File: config.mk
export PLATFORM = sky130hd
export DESIGN_NAME = uart_tx
export DESIGN_NICKNAME = d
export VERILOG_FILES = /design/src/rtl/uart_tx.sv
export SDC_FILE = /design/constraint.sdc
export NUM_CORES = 1
export LEC_CHECK = 0
export ABC_AREA = 0
export BUFFER_PORTS_ARGS = -buffer_cell sky130_fd_sc_hd__buf_2
export CAP_MARGIN = 5
export CORE_UTILIZATION = 55
export CTS_CLUSTER_DIAMETER = 200
export DETAILED_ROUTE_END_ITERATION = 7
export PLACE_DENSITY = 0.8
export RECOVER_POWER = 50
export SLEW_MARGIN = 20
export SYNTH_ARGS = -nofsm -noshare
export SYNTH_HDL_FRONTEND = slang
export SYNTH_SLANG_ARGS = --single-unit
File: constraint.sdc
create_clock -name clk -period 2.6 [get_ports clk]
set_clock_uncertainty 0.1 [all_clocks]
set_input_delay 0.39 -clock clk [delete_from_list [all_inputs] [get_ports clk]]
set_output_delay 0.39 -clock clk [all_outputs]
set_load 0.03 [all_outputs]
File: src/rtl/uart_tx.sv
// uart_tx - UART transmitter, counterpart of the team's UART receiver.
//   Frame: start bit, PAYLOAD_BITS data bits LSB-first, optional even parity,
//   STOP_BITS stop bits. Line idles high. One word per valid/ready handshake.
// Ports:
//   clk        in   single clock, rising edge
//   tx_reset   in   asynchronous active-low reset
//   tx_enable  in   1: new words may be accepted
//   tx_data    in   word to send, sampled on handshake
//   tx_valid   in   tx_data valid
//   tx_ready   out  word can be accepted this cycle
//   tx_serial  out  serial line (registered)
//   tx_busy    out  frame in progress
//   tx_break   in   (UART_TX_BREAK_EN only) hold line low while idle
// Build option: define UART_TX_BREAK_EN to add the tx_break port and break logic.
module uart_tx #(
   parameter int unsigned PAYLOAD_BITS = 8,
   parameter int unsigned STOP_BITS    = 1,
   parameter int unsigned PARITY_EN    = 1,
   parameter int unsigned BAUD_RATE    = 115_200,
   parameter int unsigned CLK_FREQ     = 8_000_000
) (
   input  logic                    clk,
   input  logic                    tx_reset,
   input  logic                    tx_enable,
   input  logic [PAYLOAD_BITS-1:0] tx_data,
   input  logic                    tx_valid,
   output logic                    tx_ready,
   output logic                    tx_serial,
   output logic                    tx_busy
`ifdef UART_TX_BREAK_EN
   ,
   input  logic                    tx_break
`endif
);

   localparam int unsigned CLKS_PER_BIT = (CLK_FREQ + BAUD_RATE / 2) / BAUD_RATE;
   localparam int unsigned CNT_W        = (CLKS_PER_BIT > 2) ? $clog2(CLKS_PER_BIT) : 1;

   if (CLKS_PER_BIT < 2) begin : g_bad_baud
      $error("uart_tx: CLKS_PER_BIT must be at least 2");
   end
   if (PAYLOAD_BITS < 5 || PAYLOAD_BITS > 9) begin : g_bad_payload
      $error("uart_tx: PAYLOAD_BITS must be 5..9");
   end
   if (STOP_BITS < 1 || STOP_BITS > 2) begin : g_bad_stop
      $error("uart_tx: STOP_BITS must be 1 or 2");
   end

   typedef enum logic [2:0] {
      S_IDLE,
      S_START,
      S_DATA,
      S_PARITY,
      S_STOP,
      S_BREAK,
      S_MARK
   } state_t;

   state_t                  state_q, state_d;
   logic [CNT_W-1:0]        clk_cnt_q, clk_cnt_d;
   logic [3:0]              bit_cnt_q, bit_cnt_d;
   logic [PAYLOAD_BITS-1:0] shift_q, shift_d;
   logic                    parity_q, parity_d;
   logic                    serial_q, serial_d;
   logic                    busy_q, busy_d;
   logic                    idle_q, idle_d;
   logic                    bit_done;
   logic                    brk;

`ifdef UART_TX_BREAK_EN
   assign brk = tx_break;
`else
   assign brk = 1'b0;
`endif

   // idle_q is low out of reset, so tx_ready stays 0 until the first edge after release.
   assign tx_ready  = idle_q & tx_enable & ~brk;
   assign tx_serial = serial_q;
   assign tx_busy   = busy_q;
   assign bit_done  = (clk_cnt_q == CNT_W'(CLKS_PER_BIT - 1));

   always_comb begin
      state_d   = state_q;
      clk_cnt_d = bit_done ? '0 : clk_cnt_q + 1'b1;
      bit_cnt_d = bit_cnt_q;
      shift_d   = shift_q;
      parity_d  = parity_q;
      case (state_q)
         S_IDLE: begin
            clk_cnt_d = '0;
            bit_cnt_d = '0;
            if (brk) begin
               state_d = S_BREAK;
            end else if (tx_valid && tx_ready) begin
               shift_d  = tx_data;
               parity_d = ^tx_data;
               state_d  = S_START;
            end
         end
         S_START: begin
            if (bit_done) state_d = S_DATA;
         end
         S_DATA: begin
            if (bit_done) begin
               shift_d = shift_q >> 1;
               if (bit_cnt_q == 4'(PAYLOAD_BITS - 1)) begin
                  bit_cnt_d = '0;
                  state_d   = (PARITY_EN != 0) ? S_PARITY : S_STOP;
               end else begin
                  bit_cnt_d = bit_cnt_q + 1'b1;
               end
            end
         end
         S_PARITY: begin
            if (bit_done) state_d = S_STOP;
         end
         S_STOP: begin
            if (bit_done) begin
               if (bit_cnt_q == 4'(STOP_BITS - 1)) begin
                  bit_cnt_d = '0;
                  state_d   = S_IDLE;
               end else begin
                  bit_cnt_d = bit_cnt_q + 1'b1;
               end
            end
         end
`ifdef UART_TX_BREAK_EN
         S_BREAK: begin
            clk_cnt_d = '0;
            if (!tx_break) state_d = S_MARK;
         end
         S_MARK: begin
            if (bit_done) state_d = S_IDLE;
         end
`endif
         default: state_d = S_IDLE;
      endcase

      // Line level follows the state being entered so the output stays a plain flop.
      case (state_d)
         S_START:  serial_d = 1'b0;
         S_DATA:   serial_d = shift_d[0];
         S_PARITY: serial_d = parity_q;
         S_BREAK:  serial_d = 1'b0;
         default:  serial_d = 1'b1;
      endcase
      busy_d = (state_d != S_IDLE);
      idle_d = (state_d == S_IDLE);
   end

   always_ff @(posedge clk or negedge tx_reset) begin
      if (!tx_reset) begin
         state_q   <= S_IDLE;
         clk_cnt_q <= '0;
         bit_cnt_q <= '0;
         shift_q   <= '0;
         parity_q  <= 1'b0;
         serial_q  <= 1'b1;
         busy_q    <= 1'b0;
         idle_q    <= 1'b0;
      end else begin
         state_q   <= state_d;
         clk_cnt_q <= clk_cnt_d;
         bit_cnt_q <= bit_cnt_d;
         shift_q   <= shift_d;
         parity_q  <= parity_d;
         serial_q  <= serial_d;
         busy_q    <= busy_d;
         idle_q    <= idle_d;
      end
   end

endmodule

==> report_table.html, run 1 <==
<table>
<tr><th>Metric</th><th>Value</th></tr>
<tr><th colspan="2">Setup path</th></tr>
<tr><td>Endpoint of the worst-slack reg-to-reg timing path</td><td>tx_serial</td></tr>
<tr><td>Data arrival time of the worst path</td><td>approximately 2.1 ns</td></tr>
<tr><td>Critical register-to-register path startpoint</td><td>state_q[0]</td></tr>
<tr><td>Data required time of the critical path</td><td>2.76 ns</td></tr>
<tr><td>Worst setup path class</td><td>register to register</td></tr>
<tr><td>Number of cells on the worst reg-to-reg path</td><td>5</td></tr>
<tr><td>Reg-to-reg slack, setup</td><td>0.62 ns</td></tr>
<tr><td>Highest net fanout along the worst path</td><td>14</td></tr>
<tr><td>Kind of end point of the critical path</td><td>register</td></tr>
<tr><td>Startpoint of the most critical setup path</td><td>state_q[0]</td></tr>
<tr><td>Worst setup SP type</td><td>register</td></tr>
<tr><th colspan="2">Clock tree</th></tr>
<tr><td>Buffers from clock root to sink, at most</td><td>2</td></tr>
<tr><td>Level count of the clock H-tree</td><td>1</td></tr>
<tr><td>Clock Tree Root</td><td>sky130_fd_sc_hd__clkbuf_4</td></tr>
<tr><td>Clock tree from TritonCTS</td><td>done</td></tr>
<tr><td>CTS Buf Count</td><td>3</td></tr>
<tr><td>Clock transition at the register clock pins on the worst setup and hold paths after CTS</td><td>between 0.1 and 0.15 ns</td></tr>
<tr><td>Clk sink count</td><td>26</td></tr>
<tr><td>Later-pin clock latency in the skew report</td><td>0.32 ns</td></tr>
<tr><th colspan="2">Route</th></tr>
<tr><td>Count of antenna-violating nets left after detailed routing</td><td>0</td></tr>
<tr><td>Routed wire length</td><td>2560 um</td></tr>
<tr><td>Total iterations of the first detailed-routing run</td><td>4</td></tr>
<tr><td>Number of DRC markers in iteration 0</td><td>15</td></tr>
<tr><td>Highest Signal Layer</td><td>met4</td></tr>
<tr><td>Detailed-route via count</td><td>1044</td></tr>
<tr><td>Sum of routed wire segments on met1</td><td>roughly 1200 um</td></tr>
<tr><td>Detail Route met3 WL</td><td>50 um</td></tr>
<tr><td>Avg WL per Cell</td><td>13.8 um</td></tr>
<tr><td>Sum of met2 wire segment lengths after detailed routing</td><td>1310 um</td></tr>
<tr><td>DRC</td><td>0</td></tr>
<tr><td>Routed vias/inst</td><td>5.64</td></tr>
<tr><th colspan="2">Synth</th></tr>
<tr><td>Area of the mapped netlist</td><td>~1400 um2</td></tr>
<tr><td>Gate count after technology mapping</td><td>~140</td></tr>
<tr><td>Seq cells post-synth</td><td>26</td></tr>
<tr><td>Primary FF master, synth</td><td>sky130_fd_sc_hd__dfrtp_1</td></tr>
<tr><td>Share of flip-flops with an asynchronous set or reset after synthesis</td><td>100%</td></tr>
<tr><td>Synth unique cells</td><td>41</td></tr>
<tr><td>Number of enable flip-flop cells after synthesis</td><td>0</td></tr>
<tr><td>Top cell type by total area after synthesis</td><td>sky130_fd_sc_hd__dfrtp_1</td></tr>
<tr><td>Share of the yosys chip area belonging to registers</td><td>between 40% and 50%</td></tr>
<tr><td>Yosys Warn Count</td><td>0</td></tr>
<tr><td>Top cell type's share of synthesized area</td><td>a little under half</td></tr>
<tr><td>Post-Syn Area per Cell</td><td>9.55 um2</td></tr>
<tr><td>Cell types occupying the most area after synthesis</td><td>sky130_fd_sc_hd__dfrtp_1 (46%), sky130_fd_sc_hd__xnor2_1 (6.4%), sky130_fd_sc_hd__nand2_1 (5.2%), sky130_fd_sc_hd__nor2_1 (4.1%), sky130_fd_sc_hd__a22oi_1 (3.8%)</td></tr>
<tr><td>Nets in the synthesized netlist</td><td>about 160</td></tr>
<tr><th colspan="2">Pwr</th></tr>
<tr><td>Maximum vdd drop</td><td>around 0.53 mV</td></tr>
<tr><td>Clock share of power</td><td>18.2%</td></tr>
<tr><td>Leakage power</td><td>around 0.70 nW</td></tr>
<tr><td>Gate power share</td><td>between 20 and 30%</td></tr>
<tr><td>Switching power</td><td>379 uW</td></tr>
<tr><td>Pwr dens</td><td>737 nW/um2</td></tr>
<tr><td>Proportion of total power due to net switching</td><td>34.4%</td></tr>
<tr><td>Sequential share of power</td><td>54.2%</td></tr>
<tr><td>Internal Pwr Total</td><td>722 uW</td></tr>
<tr><th colspan="2">Timing</th></tr>
<tr><td>Max-slew headroom</td><td>8.07%</td></tr>
<tr><td>Max Freq</td><td>504 MHz</td></tr>
<tr><td>Final worst setup slack</td><td>0.617 ns</td></tr>
<tr><td>Tcrit/Tclk final</td><td>76.3%</td></tr>
<tr><td>Number of endpoints failing setup at the final stage</td><td>0</td></tr>
<tr><td>Minimum period implied by the final worst setup slack</td><td>approximately 2.0 ns</td></tr>
<tr><td>Transition time at the pin with the least slew margin</td><td>1.38 ns</td></tr>
<tr><td>Final sum of negative setup slack</td><td>0 ns</td></tr>
<tr><td>Total count of max-transition violations in the final report</td><td>0</td></tr>
<tr><td>Worst-case hold slack</td><td>0.213 ns</td></tr>
<tr><td>Setup repair after global routing missed its margin</td><td>false</td></tr>
<tr><td>Total count of hold-check failures in the final report</td><td>0</td></tr>
<tr><th colspan="2">Cells and area</th></tr>
<tr><td>Post-layout net count</td><td>~170</td></tr>
<tr><td>Most common library cell in the layout ignoring fill and taps</td><td>sky130_fd_sc_hd__dfrtp_1</td></tr>
<tr><td>Number of antenna diodes</td><td>0</td></tr>
<tr><td>Ratio of cells with drive above 1 in the final layout</td><td>15.3%</td></tr>
<tr><td>Fin cells</td><td>185</td></tr>
<tr><td>Multi-input gate area in the final layout</td><td>662 um2</td></tr>
<tr><td>Area Overhead vs Synth</td><td>9.34%</td></tr>
<tr><td>FF/Latch Area</td><td>about 650 um2</td></tr>
<tr><td>Final core utilization</td><td>65.6%</td></tr>
<tr><td>Filler cell count in the final layout</td><td>182</td></tr>
<tr><td>Highest-count cells in the layout ignoring fill and taps</td><td>sky130_fd_sc_hd__dfrtp_1 (25), sky130_fd_sc_hd__nand2_1 (19), sky130_fd_sc_hd__nor2_1 (15), sky130_fd_sc_hd__buf_2 (13), sky130_fd_sc_hd__xnor2_1 (10)</td></tr>
<tr><th colspan="2">Global route</th></tr>
<tr><td>Initial antenna violation count</td><td>0</td></tr>
<tr><td>Tot GR Track Use</td><td>23.4%</td></tr>
<tr><td>Overflow after GRT</td><td>0</td></tr>
<tr><td>Wire length of the first global-routing pass</td><td>4640 um</td></tr>
<tr><td>Via count of the first global-routing pass</td><td>1083</td></tr>
<tr><td>Maximum number of pins on one net before global-route repair</td><td>27</td></tr>
<tr><th colspan="2">Placed design</th></tr>
<tr><td>Post-placement worst setup slack</td><td>roughly 0.65 ns</td></tr>
<tr><td>Final estimated routing congestion in global placement</td><td>slightly below 0.8</td></tr>
<tr><td>PortBufs</td><td>14</td></tr>
<tr><td>DPL Wire Length</td><td>1980 um</td></tr>
<tr><td>Placed insts</td><td>180</td></tr>
<tr><th colspan="2">Min path</th></tr>
<tr><td>Hold Crit Endpoint</td><td>shift_q[7]</td></tr>
<tr><td>Hold depth</td><td>3</td></tr>
<tr><td>Startpoint of the worst hold path</td><td>tx_data[7]</td></tr>
<tr><td>Tightest Hold Check Type</td><td>primary input to register</td></tr>
<tr><th colspan="2">Outcome</th></tr>
<tr><td>Run status</td><td>complete, no violations</td></tr>
<tr><th colspan="2">Floorplanning</th></tr>
<tr><td>Die Area</td><td>roughly 2700 um2</td></tr>
<tr><td>Top Ports</td><td>15</td></tr>
<tr><td>DIE HEIGHT</td><td>approximately 52 um</td></tr>
<tr><td>Die boundary width</td><td>51.8 um</td></tr>
<tr><td>Initial Utilization</td><td>60.0%</td></tr>
<tr><td>Std-Cell Core Area</td><td>between 2000 and 2500 um2</td></tr>
<tr><td>Core Rows</td><td>17</td></tr>
<tr><th colspan="2">Flow run</th></tr>
<tr><td>Max-cap viol count</td><td>0</td></tr>
</table>
-- power by group through the flow --
stage          clock [mW]  combinational, mW  sequential (mW)
4_1_cts             0.206              0.307            0.598
5_1_grt             0.222              0.352            0.611
6_report            0.201              0.304            0.596
3_5_place_dp            0              0.304            0.607
2_1_floorplan           0              0.217            0.602
3_3_place_gp            0              0.292            0.598
-- kinds of logic (layout without fill, tap and decap cells) --
| group | after synthesis | count (layout) | synth area share [%] |
|---|---|---|---|
| and+or+nand+nor | 61 | 61 | 22.6 |
| DFF | 26 | 26 | 47.7 |
| AOI/OAI and AO/OA | 25 | 25 | 12.9 |
| buffers and inverters | 13 | 27 | 3.85 |
| xor gates and xnor gates | 12 | 12 | 7.69 |
| adders and majority gates | 4 | 4 | 3.66 |
| muxes | 2 | 2 | 1.56 |
-- critical path, cell delays in order, from the launching register on --
cell,delay (ns)
sky130_fd_sc_hd__dfrtp_1,0.50
sky130_fd_sc_hd__nor3_1,0.32
sky130_fd_sc_hd__and3_1,0.52
sky130_fd_sc_hd__a22oi_1,0.19
sky130_fd_sc_hd__o311a_1,0.16
sky130_fd_sc_hd__mux2i_1,0.13
-- cell usage after synthesis (2+ instances only) --
cell,count
sky130_fd_sc_hd__nor3_1,2
sky130_fd_sc_hd__a21oi_1,2
sky130_fd_sc_hd__xnor2_1,10
sky130_fd_sc_hd__buf_2,3
sky130_fd_sc_hd__ha_1,4
sky130_fd_sc_hd__dfrtp_1,25
sky130_fd_sc_hd__a211oi_1,2
sky130_fd_sc_hd__clkbuf_1,2
sky130_fd_sc_hd__and3_1,3
sky130_fd_sc_hd__a22oi_1,7
sky130_fd_sc_hd__nand2_1,19
sky130_fd_sc_hd__nor2_1,15
sky130_fd_sc_hd__o21ai_0,5
sky130_fd_sc_hd__nand2b_1,3
sky130_fd_sc_hd__inv_1,8
sky130_fd_sc_hd__xor2_1,2
sky130_fd_sc_hd__nand3_1,7
-- registers in the layout, summed over array words and instances (netlist names) --
signal and cells:
bit_cnt_q 4, clk_cnt_q 7, idle_q 1, parity_q 1, shift_q 8, state_q 3, tx_busy 1, tx_serial 1
-- layout make-up --
cell class	instances	area share, %
Sequential cell	26	43.6
Multi-Input combinational cell	104	44.3
Tap cell	28	2.35
Clock buffer	4	2.43
Inverter	8	2.01
Timing Repair Buffer	15	5.28
-- timing repair --
item,CTS,global route
hold buffers,1,0
buffers inserted,0,0
hold endpoints to repair,25,0
gates resized for setup,0,0
-- metrics by stage --
step | area [um2] | power, mW
floorplan | 1370 | 0.820
global placement | 1450 | 0.890
detailed placement | 1450 | 0.911
CTS | 1500 | 1.11
global route | 1490 | 1.18
finish | 1490 | 1.10
-- routing by layer --
layer | up-vias | track usage [%]
met1 | 500 | 29.7
li1 | 521 | -
met3 | 4 | 3.22
met4 | 0 | 9.46
met2 | 19 | 39.7
met5 | - | 0
-- worst max-delay path by stage --
stage,to,cells past startpoint,slack (ns)
4_1_cts,tx_serial,5,0.63
2_1_floorplan,tx_busy,7,0.75
3_5_place_dp,tx_busy,7,0.65
3_3_place_gp,tx_busy,6,0.67
6_report,tx_serial,5,0.62
5_1_grt,tx_serial,5,0.45
Power figures use the tool's default switching activity.
==> run 2: changes to the inputs <==
Settings changed: ABC_AREA 0 to 1, CORE_UTILIZATION 55 to 52, PLACE_DENSITY 0.8 to 0.79.
Clock period 2.6 ns to 1.6 ns, I/O delays scaled along.
==> run 2 against run 1 <==
- first-iteration DRC count is 93% higher
- combinational power is 79% lower
- via count is 12% higher
- power is 8.2% lower
- die area is 12% higher
- critical path depth is 3 higher
- critical path type unchanged
- cell area is 18% higher
- sequential power is 10% higher
- non-clock buffer count is 8 higher
- critical endpoint is now idle_q
- synthesized cell count is 19% higher
==> report_table.html, run 2 <==
<table>
<tr><th>Metric</th><th>Value</th></tr>
<tr><th colspan="2">Outcome</th></tr>
<tr><td>Run status</td><td>complete, no violations</td></tr>
<tr><th colspan="2">Cells and area</th></tr>
<tr><td>Most common library cell in the layout ignoring fill and taps</td><td>sky130_fd_sc_hd__nand2_1</td></tr>
<tr><td>Fin cells</td><td>about 230</td></tr>
<tr><td>Number of antenna diodes</td><td>0</td></tr>
<tr><td>Filler cell count in the final layout</td><td>208</td></tr>
<tr><td>Ratio of cells with drive above 1 in the final layout</td><td>30.5%</td></tr>
<tr><td>Largest registers ranked by flip-flop count</td><td>shift_q: 8 flops, clk_cnt_q: 7 flops, bit_cnt_q: 4 flops</td></tr>
<tr><td>Highest-count cells in the layout ignoring fill and taps</td><td>sky130_fd_sc_hd__nand2_1 (38), sky130_fd_sc_hd__dfrtp_1 (23), sky130_fd_sc_hd__inv_1 (22), sky130_fd_sc_hd__buf_2 (13), sky130_fd_sc_hd__nor2_1 (12)</td></tr>
<tr><td>Final instance area</td><td>around 1800 um2</td></tr>
<tr><td>Number of flip-flops under the largest register name</td><td>8</td></tr>
<tr><td>Area Overhead vs Synth</td><td>21.5%</td></tr>
<tr><td>Register name with the most flops</td><td>shift_q</td></tr>
<tr><td>Post-layout net count</td><td>214</td></tr>
<tr><td>Final core utilization</td><td>between 60% and 70%</td></tr>
<tr><th colspan="2">Clock tree</th></tr>
<tr><td>Clk sink count</td><td>26</td></tr>
<tr><td>Level count of the clock H-tree</td><td>1</td></tr>
<tr><td>Buffers from clock root to sink, at most</td><td>2</td></tr>
<tr><td>CTS Buf Count</td><td>3</td></tr>
<tr><td>Clock transition at the register clock pins on the worst setup and hold paths after CTS</td><td>0.14 ns</td></tr>
<tr><td>Clock tree from TritonCTS</td><td>done</td></tr>
<tr><td>Later-pin clock latency in the skew report</td><td>0.33 ns</td></tr>
<tr><td>Clock Tree Root</td><td>sky130_fd_sc_hd__clkbuf_4</td></tr>
<tr><th colspan="2">Setup path</th></tr>
<tr><td>Data required time of the critical path</td><td>1.75 ns</td></tr>
<tr><td>Data arrival time of the worst path</td><td>between 1.5 and 2 ns</td></tr>
<tr><td>Worst setup path class</td><td>register to register</td></tr>
<tr><td>Number of cells on the worst reg-to-reg path</td><td>8</td></tr>
<tr><td>Highest net fanout along the worst path</td><td>5</td></tr>
<tr><td>Endpoint of the worst-slack reg-to-reg timing path</td><td>idle_q</td></tr>
<tr><td>Reg-to-reg slack, setup</td><td>0.04 ns</td></tr>
<tr><td>Kind of end point of the critical path</td><td>register</td></tr>
<tr><td>Worst setup SP type</td><td>register</td></tr>
<tr><td>Critical register-to-register path startpoint</td><td>state_q[2]</td></tr>
<tr><th colspan="2">Route</th></tr>
<tr><td>Routed wire length</td><td>2820 um</td></tr>
<tr><td>Count of antenna-violating nets left after detailed routing</td><td>0</td></tr>
<tr><td>Routed vias/inst</td><td>between 5 and 6</td></tr>
<tr><td>Detailed-route via count</td><td>1169</td></tr>
<tr><td>Total iterations of the first detailed-routing run</td><td>4</td></tr>
<tr><td>DRC</td><td>0</td></tr>
<tr><td>Number of DRC markers in iteration 0</td><td>29</td></tr>
<tr><td>Avg WL per Cell</td><td>roughly 12 um</td></tr>
<tr><th colspan="2">Placed design</th></tr>
<tr><td>Placed insts</td><td>between 200 and 250</td></tr>
<tr><td>DPL Wire Length</td><td>2020 um</td></tr>
<tr><td>Post-placement worst setup slack</td><td>-0.0752 ns</td></tr>
<tr><td>Placed cell area</td><td>1580 um2</td></tr>
<tr><td>PortBufs</td><td>14</td></tr>
<tr><td>Final estimated routing congestion in global placement</td><td>0.794</td></tr>
<tr><th colspan="2">Pwr</th></tr>
<tr><td>Maximum vdd drop</td><td>0.630 mV</td></tr>
<tr><td>Proportion of total power due to net switching</td><td>between 20% and 30%</td></tr>
<tr><td>Gate power share</td><td>under 10%</td></tr>
<tr><td>Sequential share of power</td><td>between 60% and 70%</td></tr>
<tr><td>Pwr dens</td><td>approximately 570 nW/um2</td></tr>
<tr><td>Final Power</td><td>1.01 mW</td></tr>
<tr><td>Internal Pwr Total</td><td>about 780 uW</td></tr>
<tr><td>Switching power</td><td>approximately 230 uW</td></tr>
<tr><td>Clock share of power</td><td>approximately 29%</td></tr>
<tr><td>Leakage power</td><td>between 0.9 and 1 nW</td></tr>
<tr><th colspan="2">Synth</th></tr>
<tr><td>Primary FF master, synth</td><td>sky130_fd_sc_hd__dfrtp_1</td></tr>
<tr><td>Seq cells post-synth</td><td>26</td></tr>
<tr><td>Area of the mapped netlist</td><td>about 1400 um2</td></tr>
<tr><td>Share of the yosys chip area belonging to registers</td><td>45.1%</td></tr>
<tr><td>Top cell type by total area after synthesis</td><td>sky130_fd_sc_hd__dfrtp_1</td></tr>
<tr><td>Number of enable flip-flop cells after synthesis</td><td>0</td></tr>
<tr><td>Yosys Warn Count</td><td>0</td></tr>
<tr><td>Nets in the synthesized netlist</td><td>186</td></tr>
<tr><td>Synth unique cells</td><td>27</td></tr>
<tr><td>Gate count after technology mapping</td><td>between 150 and 200</td></tr>
<tr><td>Top post-synthesis cells by count</td><td>sky130_fd_sc_hd__nand2_1 (41), sky130_fd_sc_hd__dfrtp_1 (25), sky130_fd_sc_hd__inv_1 (24)</td></tr>
<tr><td>Top cell type's share of synthesized area</td><td>43.3%</td></tr>
<tr><td>Post-Syn Area per Cell</td><td>approximately 8.5 um2</td></tr>
<tr><td>Share of flip-flops with an asynchronous set or reset after synthesis</td><td>100%</td></tr>
<tr><td>Cell types occupying the most area after synthesis</td><td>sky130_fd_sc_hd__dfrtp_1 (43%), sky130_fd_sc_hd__nand2_1 (11%), sky130_fd_sc_hd__inv_1 (6.2%), sky130_fd_sc_hd__nand3_1 (4.2%), sky130_fd_sc_hd__nor2_1 (3.9%)</td></tr>
<tr><td>Dominant cell by count in the synthesized netlist</td><td>sky130_fd_sc_hd__nand2_1</td></tr>
<tr><th colspan="2">Timing</th></tr>
<tr><td>Transition time at the pin with the least slew margin</td><td>a little over 0.6 ns</td></tr>
<tr><td>Max Freq</td><td>approximately 640 MHz</td></tr>
<tr><td>Minimum period implied by the final worst setup slack</td><td>1.56 ns</td></tr>
<tr><td>Max-slew headroom</td><td>58.5%</td></tr>
<tr><td>Total count of max-transition violations in the final report</td><td>0</td></tr>
<tr><td>Total count of hold-check failures in the final report</td><td>0</td></tr>
<tr><td>Final worst setup slack</td><td>between 0.04 and 0.05 ns</td></tr>
<tr><td>Number of endpoints failing setup at the final stage</td><td>0</td></tr>
<tr><td>Tcrit/Tclk final</td><td>97.3%</td></tr>
<tr><th colspan="2">Floorplanning</th></tr>
<tr><td>Die boundary width</td><td>approximately 55 um</td></tr>
<tr><td>Initial Utilization</td><td>56.8%</td></tr>
<tr><td>DIE HEIGHT</td><td>around 55 um</td></tr>
<tr><td>Die Area</td><td>3000 um2</td></tr>
<tr><td>Core Rows</td><td>18</td></tr>
<tr><td>Top Ports</td><td>15</td></tr>
<tr><td>Std-Cell Core Area</td><td>around 2500 um2</td></tr>
<tr><th colspan="2">Global route</th></tr>
<tr><td>Overflow after GRT</td><td>0</td></tr>
<tr><td>Initial antenna violation count</td><td>0</td></tr>
<tr><td>Maximum number of pins on one net before global-route repair</td><td>27</td></tr>
<tr><td>Wire length of the first global-routing pass</td><td>approximately 4300 um</td></tr>
<tr><td>Tot GR Track Use</td><td>20.3%</td></tr>
<tr><td>Via count of the first global-routing pass</td><td>approximately 1100</td></tr>
<tr><th colspan="2">Min path</th></tr>
<tr><td>Hold depth</td><td>3</td></tr>
<tr><td>Hold Crit Endpoint</td><td>shift_q[6]</td></tr>
<tr><td>Tightest Hold Check Type</td><td>primary input to register</td></tr>
<tr><td>Startpoint of the worst hold path</td><td>tx_data[6]</td></tr>
<tr><th colspan="2">Flow run</th></tr>
<tr><td>Max-cap viol count</td><td>0</td></tr>
</table>
-- run 2: cell types whose count changed in the layout (fill, tap and decap cells not counted), sizes merged, moves of 3 or more --
cell | previous run | this run
nand3 | 7 | 15
inv | 8 | 29
nand2b | 3 | 0
buf | 13 | 21
xor2 | 2 | 5
a22oi | 7 | 0
o221ai | 0 | 5
nand2 | 20 | 46
xnor2 | 10 | 6
-- run 2: cell families (layout without fill, tap and decap cells) --
group	Yosys count	after routing	synth area share (%)
compound gates	16	16	7.70
buf+inv	29	56	7.87
xor+xnor	11	11	6.66
simple gates	84	84	29.2
fa+ha+maj	4	4	3.46
flops	26	26	45.1
-- run 2: layout make-up --
type | instances | area [um2] | share of cell area, %
Multi-Input combinational cell | 115 | 783 | 44.6
Sequential cell | 26 | 654 | 37.2
Timing Repair Buffer | 23 | 140 | 7.97
Inverter | 29 | 116 | 6.62
Tap cell | 30 | 37.5 | 2.14
Clock buffer | 4 | 26.3 | 1.49
-- run 2: repair_timing --
action	4_1_cts	5_1_grt
setup buffers	0	5
endpoints found under the setup margin	9	14
endpoints found under the hold margin	25	0
pin swaps	1	8
resized for setup	3	22
hold buffers	1	0
-- run 2: power by group through the flow --
stage | registers (mW) | logic (mW) | clock network, mW
after detailed placement | 0.670 | 0.0631 | 0
after CTS | 0.657 | 0.0650 | 0.299
after global routing | 0.658 | 0.0738 | 0.324
after floorplan | 0.670 | 0.0297 | 0
after global placement | 0.670 | 0.0605 | 0
final | 0.657 | 0.0628 | 0.291
-- run 2: through the flow --
step / hold WS, ns / TNS, ns
floorplan: -0.156 / 0
global placement: 0.161 / 0
detailed placement: 0.170 / -0.309
CTS: 0.0413 / 0
global route: 0.0484 / -0.0652
finish: 0.0394 / 0
-- run 2: worst max-delay path: stages, from the launching register on --
cell	delay, ns
sky130_fd_sc_hd__dfrtp_2	0.47
sky130_fd_sc_hd__nor2_4	0.23
sky130_fd_sc_hd__nand2_4	0.12
sky130_fd_sc_hd__inv_6	0.11
sky130_fd_sc_hd__nand4_1	0.15
sky130_fd_sc_hd__nand3_4	0.14
sky130_fd_sc_hd__nor2_2	0.04
sky130_fd_sc_hd__nand2_2	0.07
sky130_fd_sc_hd__inv_2	0.03
-- run 2: per-layer routing --
layer  GRT usage (%)  share of wire [%]  vias to the layer above
li1                -                  -                      590
met5               0                  0                        -
met2            34.5                 52                       30
met4            11.5                2.3                        0
met1            24.2                 42                      543
met3            2.78                3.2                        6
-- run 2: how the worst max path moves through the flow --
stage	slack [ns]	startpoint	depth (start not counted)	endpoint
global placement	0.04	clk_cnt_q[0]	7	shift_q[3]
detailed placement	-0.08	clk_cnt_q[0]	7	shift_q[4]
CTS	0.006	clk_cnt_q[0]	9	tx_busy
global route	-0.03	clk_cnt_q[0]	10	idle_q
floorplan	0.12	clk_cnt_q[0]	7	shift_q[2]
finish	0.04	state_q[2]	8	idle_q
==> run 3: changes to the inputs <==
Settings changed: BUFFER_PORTS_ARGS -buffer_cell sky130_fd_sc_hd__buf_2 to not set, CORE_UTILIZATION 52 to 55, DONT_BUFFER_PORTS set to 1, PLACE_DENSITY 0.79 to 0.77, SKIP_LAST_GASP set to 1.
==> run 3 against run 2 <==
- fmax is 0.72% higher
- critical path type unchanged
- sequential cell count is the same
- global-route usage up 4.0 points
- sequential share of layout area is essentially flat
- largest cell class unchanged
==> report_table.html, run 3 (synthesis gave the netlist of run 2 again) <==
<table>
<tr><th>Metric</th><th>Value</th></tr>
<tr><th colspan="2">Placed design</th></tr>
<tr><td>PortBufs</td><td>0</td></tr>
<tr><td>Placed insts</td><td>204</td></tr>
<tr><td>Final estimated routing congestion in global placement</td><td>0.824</td></tr>
<tr><td>Placed cell area</td><td>~1500 um2</td></tr>
<tr><td>DPL Wire Length</td><td>1970 um</td></tr>
<tr><th colspan="2">Cells and area</th></tr>
<tr><td>Fin cells</td><td>224</td></tr>
<tr><td>Register name with the most flops</td><td>shift_q</td></tr>
<tr><td>Final instance area</td><td>1760 um2</td></tr>
<tr><td>Filler cell count in the final layout</td><td>about 180</td></tr>
<tr><td>Post-layout net count</td><td>211</td></tr>
<tr><td>Number of flip-flops under the largest register name</td><td>8</td></tr>
<tr><td>Most common library cell in the layout ignoring fill and taps</td><td>sky130_fd_sc_hd__nand2_1</td></tr>
<tr><td>Multi-input gate area in the final layout</td><td>746 um2</td></tr>
<tr><td>Highest-count cells in the layout ignoring fill and taps</td><td>sky130_fd_sc_hd__nand2_1 (40), sky130_fd_sc_hd__dfrtp_1 (23), sky130_fd_sc_hd__inv_1 (20), sky130_fd_sc_hd__nor2_1 (12), sky130_fd_sc_hd__nand3_1 (11)</td></tr>
<tr><td>FF/Latch Area</td><td>654 um2</td></tr>
<tr><td>Ratio of cells with drive above 1 in the final layout</td><td>24.7%</td></tr>
<tr><td>Area Overhead vs Synth</td><td>21.6%</td></tr>
<tr><td>Largest registers ranked by flip-flop count</td><td>shift_q: 8 flops, clk_cnt_q: 7 flops, bit_cnt_q: 4 flops</td></tr>
<tr><td>Number of antenna diodes</td><td>0</td></tr>
<tr><th colspan="2">Pwr</th></tr>
<tr><td>Leakage power</td><td>between 0.9 and 1 nW</td></tr>
<tr><td>Maximum vdd drop</td><td>0.643 mV</td></tr>
<tr><td>Final Power</td><td>1.07 mW</td></tr>
<tr><td>Pwr dens</td><td>606 nW/um2</td></tr>
<tr><th colspan="2">Global route</th></tr>
<tr><td>Wire length of the first global-routing pass</td><td>around 4900 um</td></tr>
<tr><td>Overflow after GRT</td><td>0</td></tr>
<tr><td>Initial antenna violation count</td><td>0</td></tr>
<tr><td>Via count of the first global-routing pass</td><td>1142</td></tr>
<tr><td>Tot GR Track Use</td><td>between 20% and 30%</td></tr>
<tr><td>Maximum number of pins on one net before global-route repair</td><td>27</td></tr>
<tr><th colspan="2">Clock tree</th></tr>
<tr><td>Clk sink count</td><td>26</td></tr>
<tr><td>Later-pin clock latency in the skew report</td><td>0.33 ns</td></tr>
<tr><td>Buffers from clock root to sink, at most</td><td>2</td></tr>
<tr><td>CTS Buf Count</td><td>3</td></tr>
<tr><td>Clock Tree Root</td><td>sky130_fd_sc_hd__clkbuf_4</td></tr>
<tr><td>Clock tree from TritonCTS</td><td>done</td></tr>
<tr><td>Clock transition at the register clock pins on the worst setup and hold paths after CTS</td><td>0.14 ns</td></tr>
<tr><td>Level count of the clock H-tree</td><td>1</td></tr>
<tr><th colspan="2">Setup path</th></tr>
<tr><td>Highest net fanout along the worst path</td><td>6</td></tr>
<tr><td>Worst setup path class</td><td>register to register</td></tr>
<tr><td>Cell repeated most along the worst path</td><td>sky130_fd_sc_hd__inv_2</td></tr>
<tr><td>Kind of end point of the critical path</td><td>register</td></tr>
<tr><td>Data required time of the critical path</td><td>1.75 ns</td></tr>
<tr><td>Slowest cell on the critical path</td><td>sky130_fd_sc_hd__dfrtp_2</td></tr>
<tr><td>Crit-path cells</td><td>inv_2 &gt; nor3_4 &gt; buf_4 &gt; nand2_1 &gt; and3_1 &gt; nand2_2 &gt; inv_2</td></tr>
<tr><td>CP max stage delay</td><td>around 0.44 ns</td></tr>
<tr><td>Worst setup SP type</td><td>register</td></tr>
<tr><td>Data arrival time of the worst path</td><td>1.70 ns</td></tr>
<tr><th colspan="2">Floorplanning</th></tr>
<tr><td>Die boundary width</td><td>53.3 um</td></tr>
<tr><td>DIE HEIGHT</td><td>about 53 um</td></tr>
<tr><td>Initial Utilization</td><td>58.4%</td></tr>
<tr><td>Top Ports</td><td>15</td></tr>
<tr><td>Std-Cell Core Area</td><td>~2500 um2</td></tr>
<tr><td>Core Rows</td><td>18</td></tr>
<tr><td>Die Area</td><td>2840 um2</td></tr>
<tr><th colspan="2">Route</th></tr>
<tr><td>Detailed-route via count</td><td>1181</td></tr>
<tr><td>Routed vias/inst</td><td>5.27</td></tr>
<tr><td>DRC</td><td>0</td></tr>
<tr><td>Number of DRC markers in iteration 0</td><td>31</td></tr>
<tr><td>Total iterations of the first detailed-routing run</td><td>4</td></tr>
<tr><td>Avg WL per Cell</td><td>14.0 um</td></tr>
<tr><td>Routed wire length</td><td>3130 um</td></tr>
<tr><td>Count of antenna-violating nets left after detailed routing</td><td>0</td></tr>
<tr><th colspan="2">Timing</th></tr>
<tr><td>Tcrit/Tclk final</td><td>a little over nine tenths</td></tr>
<tr><td>Transition time at the pin with the least slew margin</td><td>between 0.6 and 0.7 ns</td></tr>
<tr><td>Total count of hold-check failures in the final report</td><td>0</td></tr>
<tr><td>Final sum of negative setup slack</td><td>0 ns</td></tr>
<tr><td>Total count of max-transition violations in the final report</td><td>0</td></tr>
<tr><td>Max-slew headroom</td><td>56.8%</td></tr>
<tr><td>Minimum period implied by the final worst setup slack</td><td>1.55 ns</td></tr>
<tr><td>Max Freq</td><td>647 MHz</td></tr>
<tr><td>Number of endpoints failing setup at the final stage</td><td>0</td></tr>
<tr><th colspan="2">Min path</th></tr>
<tr><td>Tightest Hold Check Type</td><td>primary input to register</td></tr>
<tr><th colspan="2">Outcome</th></tr>
<tr><td>Run status</td><td>complete, no violations</td></tr>
<tr><th colspan="2">Flow run</th></tr>
<tr><td>Max-cap viol count</td><td>0</td></tr>
</table>
==> run 3: cell count changes in the layout (fill, tap and decap cells not counted), moves of 3 or more <==
| cell | before | now |
|---|---|---|
| sky130_fd_sc_hd__nand3_1 | 8 | 11 |
| sky130_fd_sc_hd__dlygate4sd3_1 | 1 | 8 |
| sky130_fd_sc_hd__nand3_4 | 4 | 1 |
| sky130_fd_sc_hd__buf_2 | 13 | 0 |
==> run 3: metrics by stage <==
stage          hold slack [ns]  setup slack, ns  util [%]
2_1_floorplan           -0.156            0.122         -
3_3_place_gp            -0.155           0.0378      61.1
3_5_place_dp            -0.155          -0.0493      61.1
4_1_cts                 0.0130          0.00944      66.7
5_1_grt                 0.0420          -0.0276      71.0
6_report                0.0260           0.0542      71.0
==> run 3: what timing repair did <==
item | CTS | global route
endpoints found under the hold margin | 33 | 0
setup buffers | 0 | 7
gates resized for setup | 1 | 19
hold buffers | 9 | 0
setup endpoints to repair | 6 | 14
pin swaps | 0 | 8
==> run 3: final cells by class <==
type	instances	area share, %
clock buffers	4	2.06
well taps	30	2.13
inverters	29	6.47
repair buffers	20	9.74
multi-input cells	115	42.4
flip-flops and latches	26	37.2
==> run 3: metal layers <==
layer,up-vias,global-route usage (%),wire [um]
li1,585,-,-
met1,561,28.9,1410
met2,31,43.5,1600
met3,4,4.02,89
met4,0,7.89,35
met5,-,0,0
==> run 3: power by group <==
part | total [mW] | leakage, nW | switching (mW) | internal (mW)
Sequential | 0.657 | 0.296 | 0 | 0.657
Combinational | 0.0670 | 0.599 | 0.0360 | 0.0310
Clock | 0.342 | 0.0210 | 0.202 | 0.140
Total | 1.07 | 0.916 | 0.238 | 0.828
==> run 3: critical path, delay by kind of cell, from the launching register on <==
kind	cells	cell delay, ns
buffers and inverters	3	0.28
DFF	1	0.44
and+or+nand+nor	4	0.65
==> run 3: path summary, 6_finish.rpt <==
path	from	end	slack, ns	cells past startpoint
worst max register to register	state_q[2]	idle_q	0.05	7
worst max-delay path	state_q[2]	idle_q	0.05	7
worst min register to register	parity_q	parity_q	0.41	2
min in group asynchronous	tx_reset	bit_cnt_q[0]	0.35	2
max in group asynchronous	tx_reset	state_q[0]	0.60	2
worst min-delay path	tx_data[0]	shift_q[0]	0.03	4
